[src/rtl/axi_stream_extract_header.sv]
// -----------------------------------------------------------------------------
// axi_stream_extract_header
//
// Purpose:
//   Receive-side header extractor for an AXI-Stream byte stream. For every
//   packet a strip request gives the header length N (byte_strip_cnt+1). The
//   first N bytes of the packet leave on the header port (left-aligned, zero
//   padded). The remaining bytes are re-packed into full MSB-first payload
//   beats, with only the final beat allowed to be partial.
//   Byte 0 of a beat is data[DATA_WD-1 -: 8]. Keep is contiguous from the MSB.
//
// Ports:
//   i_clk, i_rst_n          clock, asynchronous active-low reset
//   i_valid_in/o_ready_in   input stream handshake
//   i_data_in/i_keep_in     input beat data and byte enables
//   i_last_in               final input beat of the packet
//   i_valid_strip/o_ready_strip
//                           strip-count request handshake
//   i_byte_strip_cnt        header length minus one
//   o_valid_header/i_ready_header
//                           header handshake (registered valid)
//   o_data_header/o_keep_header
//                           header bytes and enables
//   o_valid_out/i_ready_out payload handshake (registered valid)
//   o_data_out/o_keep_out   payload data and enables
//   o_last_out              final payload beat
// -----------------------------------------------------------------------------
module axi_stream_extract_header #(
  parameter int DATA_WD      = 32,
  parameter int DATA_BYTE_WD = DATA_WD / 8,
  parameter int BYTE_CNT_WD  = $clog2(DATA_BYTE_WD)
) (
  input  logic                    i_clk,
  input  logic                    i_rst_n,
  input  logic                    i_valid_in,
  input  logic [DATA_WD-1:0]      i_data_in,
  input  logic [DATA_BYTE_WD-1:0] i_keep_in,
  input  logic                    i_last_in,
  output logic                    o_ready_in,
  input  logic                    i_valid_strip,
  input  logic [BYTE_CNT_WD-1:0]  i_byte_strip_cnt,
  output logic                    o_ready_strip,
  output logic                    o_valid_header,
  output logic [DATA_WD-1:0]      o_data_header,
  output logic [DATA_BYTE_WD-1:0] o_keep_header,
  input  logic                    i_ready_header,
  output logic                    o_valid_out,
  output logic [DATA_WD-1:0]      o_data_out,
  output logic [DATA_BYTE_WD-1:0] o_keep_out,
  output logic                    o_last_out,
  input  logic                    i_ready_out
);

  // Byte counts range 0..DATA_BYTE_WD; the sum r+k ranges 0..2*DATA_BYTE_WD.
  localparam int CW = BYTE_CNT_WD + 1;
  localparam int SW = BYTE_CNT_WD + 2;

  typedef enum logic [1:0] {IDLE, HDR, BODY, FLUSH} state_t;

  // Keep mask with the top n bits set (n may exceed DATA_BYTE_WD -> all ones).
  function automatic logic [DATA_BYTE_WD-1:0] f_top_mask(input logic [SW-1:0] n);
    logic [DATA_BYTE_WD-1:0] m;
    m = '0;
    for (int i = 0; i < DATA_BYTE_WD; i++) begin
      m[DATA_BYTE_WD-1-i] = (i < int'(n));
    end
    return m;
  endfunction

  // Expand a byte-enable mask to a bit mask over the data bus.
  function automatic logic [DATA_WD-1:0] f_byte_mask(input logic [DATA_BYTE_WD-1:0] keep);
    logic [DATA_WD-1:0] m;
    m = '0;
    for (int i = 0; i < DATA_BYTE_WD; i++) begin
      m[8*i +: 8] = {8{keep[i]}};
    end
    return m;
  endfunction

  function automatic logic [CW-1:0] f_popcount(input logic [DATA_BYTE_WD-1:0] keep);
    logic [CW-1:0] c;
    c = '0;
    for (int i = 0; i < DATA_BYTE_WD; i++) begin
      c = c + {{(CW-1){1'b0}}, keep[i]};
    end
    return c;
  endfunction

  // State and datapath registers
  state_t                  r_state;
  logic [CW-1:0]           r_n;       // header length N
  logic [CW-1:0]           r_r;       // bytes carried per beat, DATA_BYTE_WD-N
  logic [DATA_WD-1:0]      r_res;     // residual bytes, left-aligned, zero below
  logic [CW-1:0]           r_rc;      // residual byte count for the flush beat
  logic                    r_valid_header;
  logic [DATA_WD-1:0]      r_data_header;
  logic [DATA_BYTE_WD-1:0] r_keep_header;
  logic                    r_valid_out;
  logic [DATA_WD-1:0]      r_data_out;
  logic [DATA_BYTE_WD-1:0] r_keep_out;
  logic                    r_last_out;

  // Next-state values
  state_t                  w_state_next;
  logic [CW-1:0]           w_n_next;
  logic [CW-1:0]           w_r_next;
  logic [DATA_WD-1:0]      w_res_next;
  logic [CW-1:0]           w_rc_next;
  logic                    w_valid_header_next;
  logic [DATA_WD-1:0]      w_data_header_next;
  logic [DATA_BYTE_WD-1:0] w_keep_header_next;
  logic                    w_valid_out_next;
  logic [DATA_WD-1:0]      w_data_out_next;
  logic [DATA_BYTE_WD-1:0] w_keep_out_next;
  logic                    w_last_out_next;
  logic                    w_ready_in;
  logic                    w_ready_strip;

  // Shared combinational datapath
  logic                    w_po_free;
  logic                    w_ho_free;
  logic [CW-1:0]           w_k;
  logic [CW-1:0]           w_n_new;
  logic [DATA_WD-1:0]      w_shift_low;   // input bytes after the first N, left-aligned
  logic [DATA_WD-1:0]      w_merged;      // residual followed by top N input bytes
  logic [DATA_BYTE_WD-1:0] w_hdr_keep;
  logic [CW-1:0]           w_tail;        // k-N, floored at zero
  logic [CW-1:0]           w_rc_hdr;
  logic [SW-1:0]           w_sum;
  logic [DATA_BYTE_WD-1:0] w_sum_keep;
  logic [DATA_BYTE_WD-1:0] w_rc_hdr_keep;
  logic [DATA_BYTE_WD-1:0] w_rc_keep;

  assign w_po_free     = ~r_valid_out | i_ready_out;
  assign w_ho_free     = ~r_valid_header | i_ready_header;
  assign w_k           = f_popcount(i_keep_in);
  assign w_n_new       = CW'(i_byte_strip_cnt) + CW'(1);
  // A shift of 8*DATA_BYTE_WD (N = DATA_BYTE_WD) clears the vector, which is
  // exactly the empty residual needed for pass-through.
  assign w_shift_low   = i_data_in << {r_n, 3'b000};
  assign w_merged      = r_res | (i_data_in >> {r_r, 3'b000});
  assign w_hdr_keep    = f_top_mask(SW'(r_n)) & i_keep_in;
  assign w_tail        = (w_k > r_n) ? (w_k - r_n) : '0;
  assign w_rc_hdr      = (w_tail < r_r) ? w_tail : r_r;
  assign w_sum         = SW'(r_r) + SW'(w_k);
  assign w_sum_keep    = f_top_mask(w_sum);
  assign w_rc_hdr_keep = f_top_mask(SW'(w_rc_hdr));
  assign w_rc_keep     = f_top_mask(SW'(r_rc));

  always_comb begin
    w_state_next        = r_state;
    w_n_next            = r_n;
    w_r_next            = r_r;
    w_res_next          = r_res;
    w_rc_next           = r_rc;
    w_valid_header_next = r_valid_header & ~i_ready_header;
    w_data_header_next  = r_data_header;
    w_keep_header_next  = r_keep_header;
    w_valid_out_next    = r_valid_out & ~i_ready_out;
    w_data_out_next     = r_data_out;
    w_keep_out_next     = r_keep_out;
    w_last_out_next     = r_last_out;
    w_ready_in          = 1'b0;
    w_ready_strip       = 1'b0;

    case (r_state)
      IDLE: begin
        w_ready_strip = 1'b1;
        if (i_valid_strip) begin
          w_n_next     = w_n_new;
          w_r_next     = CW'(DATA_BYTE_WD) - w_n_new;
          w_state_next = HDR;
        end
      end

      HDR: begin
        // Both ports must have room: the header always loads, and a
        // single-beat packet may also load a payload beat.
        w_ready_in = w_ho_free & w_po_free;
        if (i_valid_in && w_ready_in) begin
          w_valid_header_next = 1'b1;
          w_keep_header_next  = w_hdr_keep;
          w_data_header_next  = i_data_in & f_byte_mask(w_hdr_keep);
          w_res_next          = w_shift_low;
          w_rc_next           = w_rc_hdr;
          if (i_last_in) begin
            if (w_rc_hdr != '0) begin
              w_valid_out_next = 1'b1;
              w_keep_out_next  = w_rc_hdr_keep;
              w_data_out_next  = w_shift_low & f_byte_mask(w_rc_hdr_keep);
              w_last_out_next  = 1'b1;
            end
            w_state_next = IDLE;
          end else begin
            w_state_next = BODY;
          end
        end
      end

      BODY: begin
        w_ready_in = w_po_free;
        if (i_valid_in && w_ready_in) begin
          w_valid_out_next = 1'b1;
          if (!i_last_in) begin
            w_data_out_next = w_merged;
            w_keep_out_next = '1;
            w_last_out_next = 1'b0;
            w_res_next      = w_shift_low;
          end else if (w_sum <= SW'(DATA_BYTE_WD)) begin
            w_data_out_next = w_merged & f_byte_mask(w_sum_keep);
            w_keep_out_next = w_sum_keep;
            w_last_out_next = 1'b1;
            w_state_next    = IDLE;
          end else begin
            // Packet tail spills past one beat: send a full beat now and the
            // k-N leftover bytes from the flush state.
            w_data_out_next = w_merged;
            w_keep_out_next = '1;
            w_last_out_next = 1'b0;
            w_res_next      = w_shift_low;
            w_rc_next       = w_tail;
            w_state_next    = FLUSH;
          end
        end
      end

      FLUSH: begin
        if (w_po_free) begin
          w_valid_out_next = 1'b1;
          w_data_out_next  = r_res & f_byte_mask(w_rc_keep);
          w_keep_out_next  = w_rc_keep;
          w_last_out_next  = 1'b1;
          w_state_next     = IDLE;
        end
      end

      default: w_state_next = IDLE;
    endcase
  end

  always_ff @(posedge i_clk or negedge i_rst_n) begin
    if (!i_rst_n) begin
      r_state        <= IDLE;
      r_n            <= '0;
      r_r            <= '0;
      r_res          <= '0;
      r_rc           <= '0;
      r_valid_header <= 1'b0;
      r_data_header  <= '0;
      r_keep_header  <= '0;
      r_valid_out    <= 1'b0;
      r_data_out     <= '0;
      r_keep_out     <= '0;
      r_last_out     <= 1'b0;
    end else begin
      r_state        <= w_state_next;
      r_n            <= w_n_next;
      r_r            <= w_r_next;
      r_res          <= w_res_next;
      r_rc           <= w_rc_next;
      r_valid_header <= w_valid_header_next;
      r_data_header  <= w_data_header_next;
      r_keep_header  <= w_keep_header_next;
      r_valid_out    <= w_valid_out_next;
      r_data_out     <= w_data_out_next;
      r_keep_out     <= w_keep_out_next;
      r_last_out     <= w_last_out_next;
    end
  end

  assign o_ready_in     = w_ready_in;
  assign o_ready_strip  = w_ready_strip;
  assign o_valid_header = r_valid_header;
  assign o_data_header  = r_data_header;
  assign o_keep_header  = r_keep_header;
  assign o_valid_out    = r_valid_out;
  assign o_data_out     = r_data_out;
  assign o_keep_out     = r_keep_out;
  assign o_last_out     = r_last_out;

endmodule

[config.mk]
export PLATFORM = sky130hd
export DESIGN_NAME = axi_stream_extract_header
export DESIGN_NICKNAME = d
export VERILOG_FILES = /design/src/rtl/axi_stream_extract_header.sv
export SDC_FILE = /design/constraint.sdc
export NUM_CORES = 1
export LEC_CHECK = 0
export ABC_AREA = 1
export BUFFER_PORTS_ARGS = -buffer_cell sky130_fd_sc_hd__clkbuf_2
export CELL_PAD_IN_SITES_DETAIL_PLACEMENT = 1
export CELL_PAD_IN_SITES_GLOBAL_PLACEMENT = 2
export CORE_MARGIN = 4
export CORE_UTILIZATION = 32
export DETAILED_ROUTE_END_ITERATION = 10
export MAX_ROUTING_LAYER = met4
export PLACE_DENSITY_LB_ADDON = 0.1
export SYNTH_ARGS = -nofsm -noshare
export SYNTH_HDL_FRONTEND = slang
export SYNTH_SLANG_ARGS = --single-unit
export TNS_END_PERCENT = 20
[constraint.sdc]
create_clock -name i_clk -period 8.08 [get_ports i_clk]
set_input_delay 1.616 -clock i_clk [delete_from_list [all_inputs] [get_ports i_clk]]
set_output_delay 1.616 -clock i_clk [all_outputs]
set_load 0.02 [all_outputs]
==> results of run 1 <==
[cell families after synthesis]
| family | after synthesis |
|---|---|
| flip-flops | 116 |
| AND/OR/NAND/NOR | 399 |
| buffers and inverters | 145 |
| adder cells (fa/ha/maj) | 16 |
| XOR/XNOR | 2 |
| AO/OA/AOI/OAI | 218 |
[per-layer routing]
metal,track usage,up-vias
li1,-,3133
met1,0.306,3205
met2,0.378,140
met3,0.0398,26
met4,0.0739,0
met5,-,-
[per-stage QoR]
step,hold slack (ns),utilization
after floorplan,0.443,-
after global placement,0.457,0.365
after detailed placement,0.460,0.365
after CTS,0.477,0.395
after global routing,0.495,0.395
final,0.476,0.395
[sequential cells by signal (all words and copies together), names as in the netlist]
name / flops
o_keep_header: 4
r_rc: 3
o_valid_out: 1
o_data_header: 32
o_last_out: 1
o_keep_out: 4
r_res: 32
o_data_out: 32
r_state: 2
r_r: 1
r_n: 3
o_valid_header: 1
[cell usage after synthesis]
| master | number |
|---|---|
| a21oi_1 | 32 |
| a22oi_1 | 1 |
| a2bb2oi_1 | 1 |
| and2_1 | 1 |
| buf_1 | 2 |
| buf_2 | 4 |
| buf_4 | 1 |
| buf_6 | 4 |
| clkbuf_1 | 32 |
| dfrtp_1 | 116 |
| fa_1 | 3 |
| ha_1 | 13 |
| inv_1 | 98 |
| inv_2 | 3 |
| inv_4 | 1 |
| nand2_1 | 260 |
| nand2_2 | 6 |
| nand2_4 | 1 |
| nand3_1 | 59 |
| nand3_2 | 1 |
| nand3_4 | 1 |
| nand3b_1 | 2 |
| nand4_1 | 16 |
| nor2_1 | 47 |
| nor2_2 | 1 |
| nor3_1 | 2 |
| nor4b_4 | 1 |
| o2111ai_1 | 1 |
| o211ai_1 | 2 |
| o21ai_0 | 152 |
| o21ai_1 | 9 |
| o22ai_1 | 19 |
| o31ai_1 | 1 |
| or2_2 | 1 |
| xor2_1 | 2 |
[path summary, 6_finish.rpt]
check                                         to  slack [ns]  depth (start not counted)
worst max-delay path                    r_res[3]        2.88                         18
max in group asynchronous         o_data_out[21]        5.50                          2
worst min register to register     o_data_out[2]        0.48                          2
worst max register to register          r_res[3]        4.20                         16
worst min-delay path               o_data_out[2]        0.48                          2
min in group asynchronous       o_keep_header[0]        1.23                          1
[power groups by stage]
stage | sequential [µW] | combinational [µW] | clock (µW)
finish | 903 | 2040 | 799
global route | 932 | 2290 | 836
CTS | 907 | 2060 | 816
detailed placement | 915 | 2050 | 0
global placement | 912 | 2030 | 0
floorplan | 1050 | 1230 | 0
[tightest hold or removal path: stages (launching register included)]
cell     delay, ns
dfrtp_1       0.34
nand2_1       0.05
nand2_1       0.05
[layout make-up]
class | instances | area, µm² | area share
multi-input combinational | 635 | 3060 | 0.385
sequential | 116 | 2900 | 0.364
clock inverter | 15 | 180 | 0.0226
clock buffer | 17 | 425 | 0.0534
timing repair buffer | 129 | 668 | 0.0839
inverter | 102 | 385 | 0.0484
tap | 270 | 338 | 0.0424
==> results.md, run 1 <==
- Synth Area in Compound Gates: 0.173
- Crit-path most repeated cell: inv_1
- Initial cell density of the core: 0.325
- Placed Area: 7360 µm²
- Synth Area in Adders: 0.0340
- Hold Crit Start: o_data_out[2]
- Final WS setup: 2.88 ns
- Leak: 0.00427 µW
- Detailed Route Iter0 Violations: 368
- Yosys top cell by area: dfrtp_1
- Worst slew margin: 0.266
- GRT overflow: 0
- Number of global-route vias before repair: 6727
- Crit path largest cell delay: 0.77 ns
- Critical Path End Type: register
- Clock Skews: 0.00928 ns
- Synth Register Bits: 116
- CP Max Fanout: 52
- Fmax: 192 MHz
- Nets: 1062
- Startpoint Class: primary input
- Port bufs: 121
- Final wirelength: 25300 µm
- Multiplexer share of the synthesized area: 0
- Yosys top cell area share: 0.443
- Synth warn: 0
- Peak supply drop: 179 µV
- Clock power frac: 0.213
- RSZ-0062 raised after global routing: false
- Post-synth cell types: 35
- Total CTS buffers: 17
- Post-CTS Setup Inserts: 0
- Gpl congestion: 0.841
- Largest net degree at the start of global routing: 64
- Synth Instances: 896
- Sw Pwr: 1930 µW
- DR pass1 iterations: 5
- Met1 Wirelength: 11700 µm
- Met2 WL: 12200 µm
- Synth Area in XOR/XNOR: 0.00267
- Clock Latency Late Sink: 0.43 ns
- CTS Hold Bufs: 0
- Worst setup startpoint: i_keep_in[0]
- Num Clock Sinks: 116
- DR top layer: met4
- Reg power frac: 0.241
- CTS root buffer: clkbuf_16
- Via count: 6504
- Status: complete, no violations
- Buf+Inv Stages, Crit Path: 6
- Syn-to-layout area delta: 21.5%
- Average wire per standard cell: 19.7 µm
- Syn Std Cell Area: 6550 µm²
- ANT cells: 0
- Minimum clock period: 5.20 ns
- Maximum clock insertion buffer count: 2
- Ports: 122
- Post-route ant nets: 0
- Syn nets: 957
- Number of max-cap violations: 0
- Sequential fraction of the synthesis area: 0.443
- Largest cells by area after synthesis: dfrtp_1 (44%), nand2_1 (15%), o21ai_0 (12%)
- Cell Rows: 52
- Tcrit/Tclk final: 0.643
- Inst Count DP: 1252
- Fin Setup TNS: 0 ns
- HP Class: register to register
- Vias/cell: 5.07
- Final instance area: 7960 µm²
- WP data arrival: 5.54 ns
- Logic pwr share: 0.545
- Int Power: 1810 µW
- Die footprint: 22800 µm²
- CP Class: primary input to register
- Die width: 151 µm
- All-layer global routing usage: 0.236
- Final Power: 3740 µW
- DR WL met3: 884 µm
- Crit-path cells: clkbuf_2 > fa_1 > ha_1 > ha_1 > inv_1 > fa_1 > inv_1 > nor2_1 > o21ai_0 > and2_1 > inv_1 > o21ai_1 > inv_1 > nand2_1 > nand2_1 > inv_2 > nand3_1 > o21ai_0
- Largest family of logic cells by synthesized area: simple AND/OR/NAND/NOR gates
- Final hold viol count: 0
- Layout cells sized above 1: 0.175
- Filler cells: 2543
- CTS tree: done
- PostCTS Resize Cnt: 0
- Slowest cell on the critical path: inv_2
- Slew Limit Fails: 0
- Pwr/cell area: 470 nW/µm²
- Commonest non-fill, non-tap cell in the layout: nand2_1
- Worst slew pin tran: 1.09 ns
- Clk slew on worst S/H paths: 0.06 ns
- Pre-CTS WS: 2.49 ns
- Top delay family on crit path: adder cells
- Most frequent cells in the layout: nand2_1 (260), o21ai_0 (152), clkbuf_2 (120)
- Req. time, crit path: 8.42 ns
- First-pass GRT wire length: 39100 µm
- Syn_area_per_cell: 7.31 µm²
- Post-synthesis simple-gate area fraction: 0.258
- Core Footprint: 20200 µm²
- Initial antenna violation count: 0
- Critical R2R Launch: r_n[0]
- Non-Filler Instances: 1284
- Final Setup Violations: 0
- Switching Fraction: 0.517
- Drt drc: 0
- H-tree Lvls: 4
- Die Height: 151 µm
- Hpwl dp: 18400 µm
Note: power is estimated with default switching activity, not from simulation.
==> run 2: changes to the inputs <==
--- a/config.mk
+++ b/config.mk
@@ -10,7 +10,7 @@
 export CELL_PAD_IN_SITES_DETAIL_PLACEMENT = 1
 export CELL_PAD_IN_SITES_GLOBAL_PLACEMENT = 2
 export CORE_MARGIN = 4
-export CORE_UTILIZATION = 32
+export CORE_UTILIZATION = 28
 export DETAILED_ROUTE_END_ITERATION = 10
 export MAX_ROUTING_LAYER = met4
 export PLACE_DENSITY_LB_ADDON = 0.1
==> constraint.sdc (replaced) <==
create_clock -name i_clk -period 4.5 [get_ports i_clk]
set_input_delay 0.9 -clock i_clk [delete_from_list [all_inputs] [get_ports i_clk]]
set_output_delay 0.9 -clock i_clk [all_outputs]
set_load 0.02 [all_outputs]
==> results.md, run 2 (synthesized netlist as in run 1, its figures left out) <==
- Register-to-register setup slack: 1.58 ns
- Critical Path End Type: register
- Die width: 161 µm
- Post-route ant nets: 0
- Vias/cell: 4.93
- Pwr/cell area: 844 nW/µm²
- Fmax: 250 MHz
- Final wirelength: 26200 µm
- H-tree Lvls: 4
- Largest net degree at the start of global routing: 80
- Port bufs: 121
- Minimum clock period: 4.00 ns
- CP Class: primary input to register
- CTS Hold Bufs: 0
- Cell Rows: 55
- HP Class: primary input to asynchronous set/reset pin
- Ports: 122
- First-pass GRT wire length: 42000 µm
- Clk slew on worst S/H paths: 0.07 ns
- R2R Path End: o_data_out[5]
- Post-CTS Setup Inserts: 0
- Hpwl dp: 19300 µm
- RSZ-0062 raised after global routing: false
- Req. time, crit path: 4.86 ns
- WP data arrival: 4.35 ns
- CTS tree: done
- GRT overflow: 0
- Most frequent cells in the layout: nand2_1 (260), o21ai_0 (152), clkbuf_2 (120)
- Startpoint Class: primary input
- Final Setup Violations: 0
- PostCTS Resize Cnt: 0
- Total CTS buffers: 17
- Num Clock Sinks: 116
- DR pass1 iterations: 4
- Status: complete, no violations
- Number of global-route vias before repair: 7103
- Worst slew pin tran: 0.962 ns
- Nets: 1075
- Gpl congestion: 0.852
- Fin Setup TNS: 0 ns
- Detailed Route Iter0 Violations: 359
- Core Footprint: 22800 µm²
- Pre-CTS WS: 0.0526 ns
- Clock Latency Late Sink: 0.43 ns
- CP Max Fanout: 32
- All-layer global routing usage: 0.214
- Layout cells sized above 1: 0.185
- Worst slew margin: 0.358
- Initial antenna violation count: 0
- Number of max-cap violations: 0
- Die Height: 161 µm
- Clock Skews: 0.00998 ns
- Initial cell density of the core: 0.287
- Commonest non-fill, non-tap cell in the layout: nand2_1
- Final hold viol count: 0
- Average wire per standard cell: 19.6 µm
- Die footprint: 25900 µm²
- Peak supply drop: 337 µV
- CTS root buffer: clkbuf_16
- Syn-to-layout area delta: 24.2%
- Final WS setup: 0.505 ns
- Slew Limit Fails: 0
- Drt drc: 0
- Leak: 0.00434 µW
- Tcrit/Tclk final: 0.888
- ANT cells: 0
- Critical R2R Launch: r_n[0]
- Cell count of the worst reg-to-reg path: 12
- Final Power: 6870 µW
- Maximum clock insertion buffer count: 2
- Via count: 6601
-- run 2: cell types whose count changed in the layout (fill, tap and decap cells not counted), moves of 2 or more --
cell,previous run,this run
buf_12,0,2
clkinv_2,3,0
buf_4,9,20
inv_6,4,6
-- run 2: per-layer routing --
layer	vias up	global-route usage	share of wire
li1	3171	-	-
met1	3272	0.276	0.46
met2	135	0.353	0.49
met3	23	0.0311	0.037
met4	0	0.0609	0.017
met5	-	-	0
-- run 2: worst max-delay path, cell delays in order --
cell and delay (ns):
clkbuf_2 0.10, fa_1 0.51, ha_1 0.22, ha_1 0.34, inv_1 0.10, fa_1 0.48, nor2_2 0.18, ha_1 0.27
nand2_2 0.12, nand3_1 0.12, nand2_2 0.12, nand3_4 0.17, nand2_4 0.16, buf_4 0.34, nand2_1 0.11, nand2_1 0.08
-- run 2: worst max-delay path by stage --
stage / end / from / cells after the start / slack, ns
4_1_cts: o_data_out[5] / i_keep_in[0] / 16 / 0.49
3_5_place_dp: o_data_out[5] / i_keep_in[0] / 16 / 0.05
6_report: o_data_out[5] / i_keep_in[0] / 16 / 0.50
3_3_place_gp: o_data_out[3] / i_keep_in[0] / 17 / 0.20
5_1_grt: o_data_out[16] / i_keep_in[0] / 19 / 0.24
2_1_floorplan: o_data_out[19] / i_keep_in[0] / 17 / 0.71
-- run 2: final cells by class --
class | instances | area (µm²)
Fill cell | 2879 | 14700
Multi-Input combinational cell | 635 | 3060
Sequential cell | 116 | 2900
Timing Repair Buffer | 142 | 791
Clock buffer | 18 | 439
Tap cell | 313 | 392
Inverter | 102 | 385
Clock inverter | 14 | 165
-- run 2: through the flow --
step	area, µm²	cells	hold slack [ns]	util
3_3_place_gp	7530	1308	0.457	0.330
2_1_floorplan	6550	896	0.443	-
3_5_place_dp	7530	1308	0.460	0.330
5_1_grt	8140	1340	0.479	0.356
4_1_cts	8140	1340	0.450	0.356
6_report	8140	1340	0.449	0.356
-- run 2: report_power, final --
group | total, µW | internal, µW | switching (µW)
clock network | 1430 | 846 | 586
logic | 3820 | 1090 | 2730
registers | 1620 | 1430 | 196
total | 6870 | 3360 | 3510
==> run 3: changes to the inputs <==
--- a/config.mk
+++ b/config.mk
@@ -10,7 +10,7 @@
 export CELL_PAD_IN_SITES_DETAIL_PLACEMENT = 1
 export CELL_PAD_IN_SITES_GLOBAL_PLACEMENT = 2
 export CORE_MARGIN = 4
-export CORE_UTILIZATION = 28
+export CORE_UTILIZATION = 31
 export DETAILED_ROUTE_END_ITERATION = 10
 export MAX_ROUTING_LAYER = met4
 export PLACE_DENSITY_LB_ADDON = 0.1
==> constraint.sdc (replaced) <==
create_clock -name i_clk -period 4.1 [get_ports i_clk]
set_input_delay 0.82 -clock i_clk [delete_from_list [all_inputs] [get_ports i_clk]]
set_output_delay 0.82 -clock i_clk [all_outputs]
set_load 0.02 [all_outputs]
==> results.md, run 3 (synthesized netlist as in run 1, its figures left out) <==
- Leak: 0.00435 µW
- Syn-to-layout area delta: 23.9%
- M3 GR Usage: 0.0317
- PostCTS Resize Cnt: 0
- Met1 Usage GRT: 0.292
- Crit path largest cell delay: 0.52 ns
- Largest net degree at the start of global routing: 49
- Average wire per standard cell: 19.4 µm
- GRT overflow: 0
- CTS tree: done
- WP data arrival: 4.05 ns
- Crit-path cells: clkbuf_2 > fa_1 > ha_1 > ha_1 > inv_1 > fa_1 > nor2_2 > ha_1 > nand2_2 > nand2_2 > nand2_1 > nand2_2 > nand3_4 > nand2_4 > buf_4 > nand2_1 > nand2_1
- Clock power frac: 0.193
- RSZ-0062 raised after global routing: false
- Ports: 122
- HP Class: primary input to asynchronous set/reset pin
- DR pass1 iterations: 5
- CTS root buffer: clkbuf_16
- Non-Filler Instances: 1303
- Filler cells: 2605
- Switching Fraction: 0.509
- Gpl congestion: 0.881
- Req. time, crit path: 4.46 ns
- Final core occ: 0.396
- Final instance area: 8120 µm²
- Nets: 1081
- Pwr/cell area: 924 nW/µm²
- CP Max Fanout: 38
- Hpwl dp: 18900 µm
- Critical R2R Launch: r_n[0]
- Worst slew margin: 0.347
- Detailed Route Iter0 Violations: 387
- Drt drc: 0
- Final Power: 7510 µW
- Inst Count DP: 1271
- Reg power frac: 0.242
- Most Crowded Layer GR: met2
- First-pass GRT wire length: 39800 µm
- Die width: 153 µm
- Sw Pwr: 3820 µW
- Port bufs: 121
- Die footprint: 23500 µm²
- H-tree Lvls: 4
- Logic pwr share: 0.566
- Register-to-register setup slack: 0.95 ns
- Vias/cell: 5.06
- Peak supply drop: 477 µV
- Initial antenna violation count: 0
- Placed Area: 7560 µm²
- Final hold viol count: 0
- Via count: 6592
- R2R Path End: o_keep_out[2]
- Startpoint Class: primary input
- Fmax: 271 MHz
- Most frequent cells in the layout: nand2_1 (260), o21ai_0 (152), clkbuf_2 (120)
- Final wirelength: 25300 µm
- CTS Hold Bufs: 0
- Status: complete, no violations
- All-layer global routing usage: 0.223
- Met2 Usage GRT: 0.366
- Minimum clock period: 3.69 ns
- CP Class: primary input to register
- ANT cells: 0
- Slowest cell on the critical path: fa_1
- Total CTS buffers: 17
- Worst slew pin tran: 0.979 ns
- Hold Slack: 0.414 ns
- Maximum clock insertion buffer count: 2
- Int Power: 3680 µW
- Clock Latency Late Sink: 0.43 ns
- Core Footprint: 20500 µm²
- Layout cells sized above 1: 0.190
- Slew Limit Fails: 0
- Post-route ant nets: 0
- Number of max-cap violations: 0
- Commonest non-fill, non-tap cell in the layout: nand2_1
- Post-CTS Setup Inserts: 0
- Initial cell density of the core: 0.320
- Final Setup Violations: 0
- Clock Skews: 0.00962 ns
- Clk slew on worst S/H paths: 0.06 ns
- Cell Rows: 52
- Num Clock Sinks: 116
- Die Height: 153 µm
- Number of global-route vias before repair: 6830
- Cell count of the worst reg-to-reg path: 15
- Tcrit/Tclk final: 0.900
- Critical Path End Type: register
==> run 3: worst max-delay path, delay by kind of cell <==
kind | cells | cell delay [ns]
buffers and inverters | 3 | 0.55
and+or+nand+nor | 9 | 0.82
adders and majority gates | 5 | 1.82
==> run 3: routing by layer <==
layer / vias to the layer above / wire length (µm)
li1: 3174 / -
met3: 24 / 788
met5: - / 0
met4: 0 / 372
met1: 3258 / 11800
met2: 136 / 12400
==> run 3: metrics by stage <==
stage	TNS [ns]	worst slack (ns)
CTS	0	0.371
floorplan	0	0.388
global placement	-0.0123	-0.0123
finish	0	0.409
detailed placement	-0.692	-0.0476
global route	0	0.170
==> run 3: power by group through the flow <==
stage,Sequential [µW],Combinational [µW],Clock [µW]
4_1_cts,1820,4290,1480
6_report,1820,4250,1450
3_5_place_dp,1840,4260,0
3_3_place_gp,1840,4220,0
5_1_grt,1870,4730,1530
2_1_floorplan,2080,2430,0
==> run 3: area by class of cell <==
| type | instances | area [µm²] | share of cell area |
|---|---|---|---|
| multi-input combinational | 635 | 3060 | 0.377 |
| sequential | 116 | 2900 | 0.357 |
| timing repair buffer | 148 | 873 | 0.108 |
| clock buffer | 17 | 425 | 0.0524 |
| inverter | 102 | 385 | 0.0475 |
| tap | 270 | 338 | 0.0416 |
| clock inverter | 15 | 133 | 0.0163 |
==> run 3: worst max-delay path by stage <==
stage,slack [ns],endpoint,from,cells past startpoint
5_1_grt,0.17,o_data_out[12],i_keep_in[0],17
2_1_floorplan,0.39,o_data_out[19],i_keep_in[0],17
3_3_place_gp,-0.01,o_last_out,i_keep_in[0],16
3_5_place_dp,-0.05,o_last_out,i_keep_in[0],16
6_report,0.41,o_keep_out[2],i_keep_in[0],17
4_1_cts,0.37,o_keep_out[3],i_keep_in[0],17
